$ cat src/rtl/bios_load_sink.sv
// System-side responder for the BIOS download handshake: buffers words and commits them to boot memory.
// Optional running checksum of accepted words is compiled in when BIOS_CHECKSUM_EN is defined.
module bios_load_sink #(
  parameter int            AW         = 13,
  parameter int            DW         = 16,
  parameter int            WORDS      = 8192,
  parameter int            FIFO_DEPTH = 4,
  parameter logic [DW-1:0] EXPECT_SUM = {DW{1'b0}}
) (
  input  logic          clk_sys,
  input  logic          reset,
  input  logic [AW-1:0] bios_addr,
  input  logic [DW-1:0] bios_din,
  input  logic          bios_wr,
  output logic          bios_req,
  output logic          mem_we,
  output logic [AW-1:0] mem_addr,
  output logic [DW-1:0] mem_din,
  input  logic          mem_busy,
  output logic          bios_loaded,
  output logic          cpu_reset,
  output logic          load_err,
  output logic [DW-1:0] checksum,
  output logic          checksum_ok
);

  localparam int          PW          = $clog2(FIFO_DEPTH);
  localparam logic [AW:0] WORDS_C     = (AW+1)'(WORDS);
  localparam logic [PW:0] REQ_MAX_OCC = (PW+1)'(FIFO_DEPTH - 2);

  typedef enum logic [1:0] {S_LOAD, S_DRAIN, S_DONE, S_ERROR} state_t;

  state_t        r_state;
  state_t        w_state_nxt;
  logic [DW-1:0] r_fifo [FIFO_DEPTH];
  logic [PW-1:0] r_rd_ptr;
  logic [PW-1:0] r_wr_ptr;
  logic [PW:0]   r_occ;
  logic [AW-1:0] r_exp;
  logic [AW:0]   r_cnt;
  logic          r_req;
  logic          r_err;
  logic          r_we;
  logic [AW-1:0] r_maddr;
  logic [DW-1:0] r_mdin;

  logic w_xfer;
  logic w_push;
  logic w_bad;
  logic w_last;
  logic w_mem_act;
  logic w_wr_done;
  logic w_pop;
  logic w_sum_ok;
  logic w_unused_cfg;

  always_comb begin
    w_xfer    = r_req & bios_wr & (r_state == S_LOAD);
    w_push    = w_xfer & (bios_addr == r_exp);
    w_bad     = w_xfer & (bios_addr != r_exp);
    w_last    = w_push & (r_cnt == WORDS_C - 1'b1);
    w_mem_act = (r_state == S_LOAD) | (r_state == S_DRAIN);
    w_wr_done = r_we & ~mem_busy;
    w_pop     = w_mem_act & (r_occ != '0) & (~r_we | w_wr_done);
  end

  always_comb begin
    w_state_nxt = r_state;
    case (r_state)
      S_LOAD: begin
        if (w_bad)       w_state_nxt = S_ERROR;
        else if (w_last) w_state_nxt = S_DRAIN;
      end
      S_DRAIN: begin
        if ((r_occ == '0) && !r_we) w_state_nxt = S_DONE;
      end
      default: w_state_nxt = r_state;
    endcase
  end

  // Control and memory-port registers; ready is decided from the current occupancy,
  // so one more word can still land in the cycle that fills the buffer.
  always_ff @(posedge clk_sys) begin
    if (reset) begin
      r_state  <= S_LOAD;
      r_req    <= 1'b0;
      r_err    <= 1'b0;
      r_exp    <= '0;
      r_cnt    <= '0;
      r_rd_ptr <= '0;
      r_wr_ptr <= '0;
      r_occ    <= '0;
      r_we     <= 1'b0;
      r_maddr  <= '0;
      r_mdin   <= '0;
    end else begin
      r_state <= w_state_nxt;
      r_req   <= (w_state_nxt == S_LOAD) & (r_occ <= REQ_MAX_OCC);
      if (w_bad) r_err <= 1'b1;
      if (w_push) begin
        r_exp    <= r_exp + 1'b1;
        r_cnt    <= r_cnt + 1'b1;
        r_wr_ptr <= r_wr_ptr + 1'b1;
      end
      if (w_pop) r_rd_ptr <= r_rd_ptr + 1'b1;
      case ({w_push, w_pop})
        2'b10:   r_occ <= r_occ + 1'b1;
        2'b01:   r_occ <= r_occ - 1'b1;
        default: r_occ <= r_occ;
      endcase
      if (w_pop) begin
        r_we   <= 1'b1;
        r_mdin <= r_fifo[r_rd_ptr];
      end else if (w_wr_done) begin
        r_we <= 1'b0;
      end
      if (w_wr_done) r_maddr <= r_maddr + 1'b1;
    end
  end

  always_ff @(posedge clk_sys) begin
    if (w_push) r_fifo[r_wr_ptr] <= bios_din;
  end

`ifdef BIOS_CHECKSUM_EN
  logic [DW-1:0] r_sum;

  function automatic logic [DW-1:0] f_wrap_add(input logic [DW-1:0] a, input logic [DW-1:0] b);
    return a + b;
  endfunction

  always_ff @(posedge clk_sys) begin
    if (reset)       r_sum <= '0;
    else if (w_push) r_sum <= f_wrap_add(r_sum, bios_din);
  end

  assign checksum    = r_sum;
  assign w_sum_ok    = (r_sum == EXPECT_SUM);
  assign checksum_ok = w_sum_ok & bios_loaded;
`else
  assign checksum    = '0;
  assign w_sum_ok    = 1'b1;
  assign checksum_ok = 1'b1;
`endif

  assign w_unused_cfg = ^EXPECT_SUM;

  assign bios_req    = r_req;
  assign mem_we      = r_we;
  assign mem_addr    = r_maddr;
  assign mem_din     = r_mdin;
  assign bios_loaded = (r_state == S_DONE);
  assign load_err    = r_err;
  assign cpu_reset   = ~bios_loaded | reset | ~w_sum_ok;

endmodule

$ cat config.mk
export PLATFORM = sky130hd
export DESIGN_NAME = bios_load_sink
export DESIGN_NICKNAME = d
export VERILOG_FILES = /design/src/rtl/bios_load_sink.sv
export SDC_FILE = /design/constraint.sdc
export NUM_CORES = 1
export LEC_CHECK = 0
export BUFFER_PORTS_ARGS = -buffer_cell sky130_fd_sc_hd__buf_4
export CAP_MARGIN = 20
export CORE_ASPECT_RATIO = 0.7
export CORE_MARGIN = 4
export CORE_UTILIZATION = 61
export DETAILED_ROUTE_END_ITERATION = 8
export PLACE_DENSITY = 0.85
export SLEW_MARGIN = 20
export SYNTH_ARGS = -nofsm -noshare
export SYNTH_HDL_FRONTEND = slang
export SYNTH_SLANG_ARGS = --single-unit
$ cat constraint.sdc
create_clock -name clk_sys -period 5.1 [get_ports clk_sys]
set_input_delay 0.51 -clock clk_sys [delete_from_list [all_inputs] [get_ports clk_sys]]
set_output_delay 0.51 -clock clk_sys [all_outputs]
set_load 0.05 [all_outputs]
* Word level (Yosys, flattened, before mapping) *
Memories as Yosys holds them, arrays and structs flattened. A register that Yosys moved wholly into a read port is not among the register bits.
Cells that the tools add are included.
W data, S select, Z words.

storage, ports and cells
  ROM bits = 0
  memory bits (writable) = 64
  memories kept = 1
  bits in registers = 52
  word-level logic and storage cells = 58
  bits in latches = 0
  output and inout bits = 51

cells by class
  add/sub/neg operators = 7
  reductions and logical operators = 8
  equal/unequal tests = 7
  shift operators = 0
  muxes and demuxes = 9
  $lt $le $gt $ge = 1
  bitwise operators = 15
  multipliers = 0
  div/mod/pow operators = 0

memory list
  memory  words  bits a word  read ports  clocked after Yosys merged registers in  write ports  RTL line  text
  r_fifo  4      16           1           1                                        1            35        logic [DW-1:0] r_fifo [FIFO_DEPTH];

operator list
  kind                     number
  $add A13 B1 Y13 const B  2
  $add A14 B1 Y14 const B  1
  $eq A14 B13 Y1 const B   1
  $eq A13 B13 Y1           1
  $ne A13 B13 Y1           1
  $and A1 B1 Y1            9
  $mux W2                  3
  $pmux W3 S2              1
  $add A2 B1 Y2 const B    2
  $eq A2 B1 Y1 const B     2
  $eq A2 B2 Y1 const B     2
  $logic_not A2 Y1         2
  $mux W1                  4
  $pmux W2 S2              1
  $reduce_bool A2 Y1       2
  $add A3 B1 Y3 const B    1
  $le A3 B2 Y1 const B     1
  $logic_not A3 Y1         1
  $not A1 Y1               3
  $or A1 B1 Y1             3
  $reduce_bool A3 Y1       1
  $sub A3 B1 Y3 const B    1
  $logic_and A1 B1 Y1      1
  $logic_not A1 Y1         1

* Logic depth before layout (Yosys ltp) *
  depth in word-level cells = 9
  depth in mapped cells = 13
  mapped depth without buffers = 11

* Worst setup path after synthesis *
Ideal clock, no wire load.

  kind = input-to-reg
  from = input bios_addr[8]
  to = register r_occ[2]
  path slack = 2,495 ps
  arrival time = 2,535 ps
  buffers on the path = 1
  stages on the path = 12
  data required time = 5,030 ps
  cells stage by stage = xor2_1 nor4_2 nand4_2 clkbuf_1 nor2_1 inv_1 ha_1 inv_1 fa_1 xor2_1 or3_1 a21oi_1

between the ends
  word-level cells in the longest chain between the ends = 4
  elaborated cells on any way between the ends = 6
  classes of those cells = 3 x eq/ne; 1 x mux; 1 x bitwise; 1 x reduce/logical

RTL lines
  element                                                   RTL line  text
  start, declared                                           12        input logic [AW-1:0] bios_addr,
  $eq A13 B13 Y1 (*)                                        59        w_push = w_xfer & (bios_addr == r_exp);
  $and A1 B1 Y1 (*)                                         59
  $eq A2 B1 Y1 / $eq A2 B2 Y1 (equally long branches)       106       case ({w_push, w_pop})
  $pmux W3 S2 / $reduce_bool A2 Y1 (equally long branches)  n/a
  end signal, assigned                                      107       2'b10: r_occ <= r_occ + 1'b1;
  end signal, assigned                                      108       2'b01: r_occ <= r_occ - 1'b1;
  end signal, assigned                                      109       default: r_occ <= r_occ;
  end, declared                                             38        logic [PW:0] r_occ;

Every way passes the cells marked *; elsewhere a longest branch is shown, timed or not.
A chain may end at the register's enable or synchronous reset.

* Worst setup path in the final report *
  from = register r_occ[2]
  to = register r_occ[2]

between the ends
  word-level cells in the longest chain between the ends = 5
  elaborated cells on any way between the ends = 9
  classes of those cells = 2 x add/sub; 2 x eq/ne; 1 x mux; 2 x bitwise; 2 x reduce/logical

RTL lines
  element                                                   RTL line  text
  $reduce_bool A3 Y1                                        64        w_pop = w_mem_act & (r_occ != '0) & (~r_we | w_wr_done);
  $and A1 B1 Y1 (2 in series)                               64
  $eq A2 B1 Y1 / $eq A2 B2 Y1 (equally long branches)       106
  $pmux W3 S2 / $reduce_bool A2 Y1 (equally long branches)  n/a

Parallel ways exist; a longest one is shown, timed or not.

==> flow_metrics.py <==
metrics = {
    "die": {
        "full_die_area_um2": 10900,
        "core_area_um2": 9035,
        "die_h_um": 88.57,
        "die-width_um": 123.1,
        "design.portCount": 84,
        "rows": 29,
        "initial_core_util_pct": 62.61,
    },
    "sta": {
        "skew_ns": 0.004976,
        "report.final.slew_viol_count": 0,
        "fin_setup_tns_ns": 0,
        "hold_violations": 0,
        "grt_setup_unrepaired": "false",
        "max_clock_freq_mhz": 330.6,
        "relSlewSlack_pct": 43.21,
        "finalSetupViolCount": 0,
        "timing.hold.ws_ns": 0.3042,
        "layout_worst_path_cycle_share_pct": 59.31,
        "post-route-min-period_ns": 3.025,
        "worst_slew_pin_slew_ns": 0.8518,
    },
    "worst_setup_path": {
        "worst_ep_required_time_ns": 5.43,
        "r2r-end": "r_occ[2]",
        "r2r_setup_slack_ns": 2.08,
        "setup.worst_path.end": "r_occ[2]",
        "crit_fanout": 19,
        "arrival_ns": 3.35,
        "worst_r2r_path_depth": 10,
        "worst_r2r_startpoint": "r_occ[2]",
        "worstSetupStartpoint": "r_occ[2]",
        "critPathLaunchType": "flop",
        "critPathCaptureType": "flop",
        "category_of_the_critical_setup_timing_path": "reg2reg",
    },
    "global_routing": {
        "maximum_number_of_pins_on_one_net_before_global_route_repair": 74,
        "track_usage_pct": 22.72,
        "overflow": 0,
        "grt_first_pass_wirelength_um": 18980,
        "antenna_found_initial": 0,
        "first_global_vias": 4030,
    },
    "logic_synthesis": {
        "syn-instance-count": 487,
        "syn_area_cell_um2": 11.62,
        "synth_sequential_area_ratio_pct": 58.04,
        "synth_top_area_cell": "edfxtp_1",
        "synthTopCellsByArea": "edfxtp_1 (34%), dfxtp_1 (24%), mux4_2 (6.4%), a21oi_1 (4.3%), nand2_1 (3.3%)",
        "synth.cell_area_um2": 5657,
        "number_of_warnings_issued_by_yosys": 0,
        "synth_seq_cells": 132,
        "synth_async_sr_flop_share_pct": 0,
        "yosys_most_used_dff": "dfxtp_1",
        "synth_top_area_share_pct": 33.97,
        "synth_cell_type_count": 43,
        "synth_enable_flop_cells": 64,
    },
    "run_status": {
        "outcome": "complete, no violations",
    },
    "clock_network": {
        "cts_inserted_buffers": 17,
        "h_tree_depth": 4,
        "cts-resized-gates": 0,
        "cts_setup_buffers": 0,
        "clk_pin_slew_worst_paths_ns": 0.06,
        "postCtsHoldBufs": 0,
        "clock-root-buffer": "clkbuf_16",
        "clk-insertion-delay-late_ns": 0.41,
        "tritoncts": "built",
        "clockBufferDepth": 2,
        "cts_sinks": 132,
    },
    "route": {
        "drt-pass1-iter-count": 5,
        "drc_errors": 0,
        "avgViaCountPerCell": 5.841,
        "drt_wl_total_um": 11740,
        "avgRoutedWirePerCell_um": 17.11,
        "drt.antenna.violating_nets": 0,
        "number_of_drc_markers_in_iteration_0": 252,
        "num_vias": 4007,
    },
    "layout": {
        "flow.area_growth_from_synthesis_pct": 18.62,
        "antenna_cells_inserted": 0,
        "nets": 591,
        "share_of_cells_above_drive_strength_1_pct": 21.17,
    },
    "pwr": {
        "p_per_area_nw_per_um2": 352.7,
        "largest_vdd_supply_drop_v": 0.0003008,
        "p_leak_uw": 0.002377,
    },
    "place": {
        "detailedPlacementHpwl_um": 7442,
        "io_buffer_count": 66,
        "finalWeightedCongestion": 0.7982,
    },
    "hold_path": {
        "min_path_type": "in2reg",
        "holdPathStages": 1,
    },
    "job": {
        "timing.max_cap.violations": 0,
    },
}
-- cells in the final DEF, fill, tap and decap left out, drive strengths merged, types with 13 or more instances in the layout --
cell     n
a21oi   49
buf     69
clkbuf  28
conb    17
dfxtp   68
edfxtp  64
inv     13
mux4    16
nand2   50
nor2    29
o31ai   19
or4     19
xor2    21
-- report_power, final --
part           total, uW  internal (uW)  leakage, uW  switching, uW
clock               1140            724     0.000268            416
combinational        107           30.2     0.000986           77.2
sequential          1120           1110      0.00112           4.74
-- synthesized netlist by cell type, types with 2 or more instances --
library cell  number
nand4_1           10
nor2_1            29
or3_1              6
and2_1             7
and4_1             4
nand3_1           11
edfxtp_1          64
buf_1              2
xnor2_1            8
conb_1             2
nor4_2             2
or4_1             19
and3_1             5
nand2_1           50
clkbuf_1          16
dfxtp_1           68
xor2_1            21
a31o_2             3
inv_1             12
buf_4             17
o31ai_1           19
nand2b_1           3
a21oi_1           49
mux4_2            16
nor3_1             6
o21ai_0            9
nor2b_1            3
ha_1               8
buf_2              4
-- worst min path at each step --
stage | startpoint | end | slack (ns)
3_5_place_dp | mem_din[4] | mem_din[4] | 0.45
6_report | bios_din[9] | r_fifo[0][9] | 0.30
5_1_grt | bios_din[7] | r_fifo[3][7] | 0.30
2_1_floorplan | r_cnt[13] | r_cnt[13] | 0.45
4_1_cts | bios_din[4] | r_fifo[0][4] | 0.29
3_3_place_gp | mem_din[5] | mem_din[5] | 0.45
-- per-layer routing --
| layer | share of wire (%) | global-route usage, % | vias to the layer above |
|---|---|---|---|
| met5 | 0 | 0 | - |
| met4 | 1.8 | 10.55 | 0 |
| met3 | 6.7 | 5.815 | 22 |
| met2 | 49 | 38.13 | 158 |
| met1 | 42 | 28.07 | 1946 |
| li1 | - | - | 1881 |
-- critical path, stage by stage (launching register included) --
cell and delay [ns]:
dfxtp_1 0.39, nor3_1 0.11, nor2_1 0.15, nand2_1 0.41
inv_2 0.47, ha_1 0.29, inv_1 0.07, fa_1 0.39
xor2_1 0.17, or3_1 0.32, a21oi_1 0.17
-- registers in the layout, indices dropped and copies added, names as in the netlist, 2 cells and up --
signal	flops
r_exp	13
r_occ	3
r_rd_ptr	2
r_cnt	14
r_fifo	64
mem_addr	13
r_wr_ptr	2
mem_din	16
r_state	2
-- area by class of cell --
| type | instances | area, um^2 |
|---|---|---|
| timing repair buffer | 69 | 518.0 |
| clock buffer | 28 | 508.0 |
| multi-input combinational | 316 | 2150 |
| inverter | 13 | 48.80 |
| clock inverter | 4 | 47.55 |
| fill | 568 | 2325 |
| tap | 124 | 155.1 |
| sequential | 132 | 3283 |
-- per-stage QoR --
stage / setup WS (ns) / total power, uW / utilization, % / cells / cell area, um^2
finish: 2.075 / 2367 / 74.27 / 686 / 6710
global route: 1.850 / 2425 / 74.27 / 686 / 6710
CTS: 2.107 / 2377 / 74.27 / 686 / 6710
detailed placement: 2.068 / 1248 / 68.12 / 654 / 6155
global placement: 2.188 / 1245 / 68.12 / 654 / 6155
floorplan: 2.495 / 1220 / - / 502 / 5713
-- cells by family after synthesis --
| family | after synthesis | synth area share (%) |
|---|---|---|
| AOI/OAI and AO/OA | 82 | 8.361 |
| muxes | 18 | 6.746 |
| DFF | 132 | 58.04 |
| and+or+nand+nor | 161 | 15.15 |
| xor gates and xnor gates | 29 | 4.490 |
| other | 2 | 0.1328 |
| adders and majority gates | 9 | 2.124 |
| buffers and inverters | 54 | 4.955 |
Power figures use the tool's default switching activity.
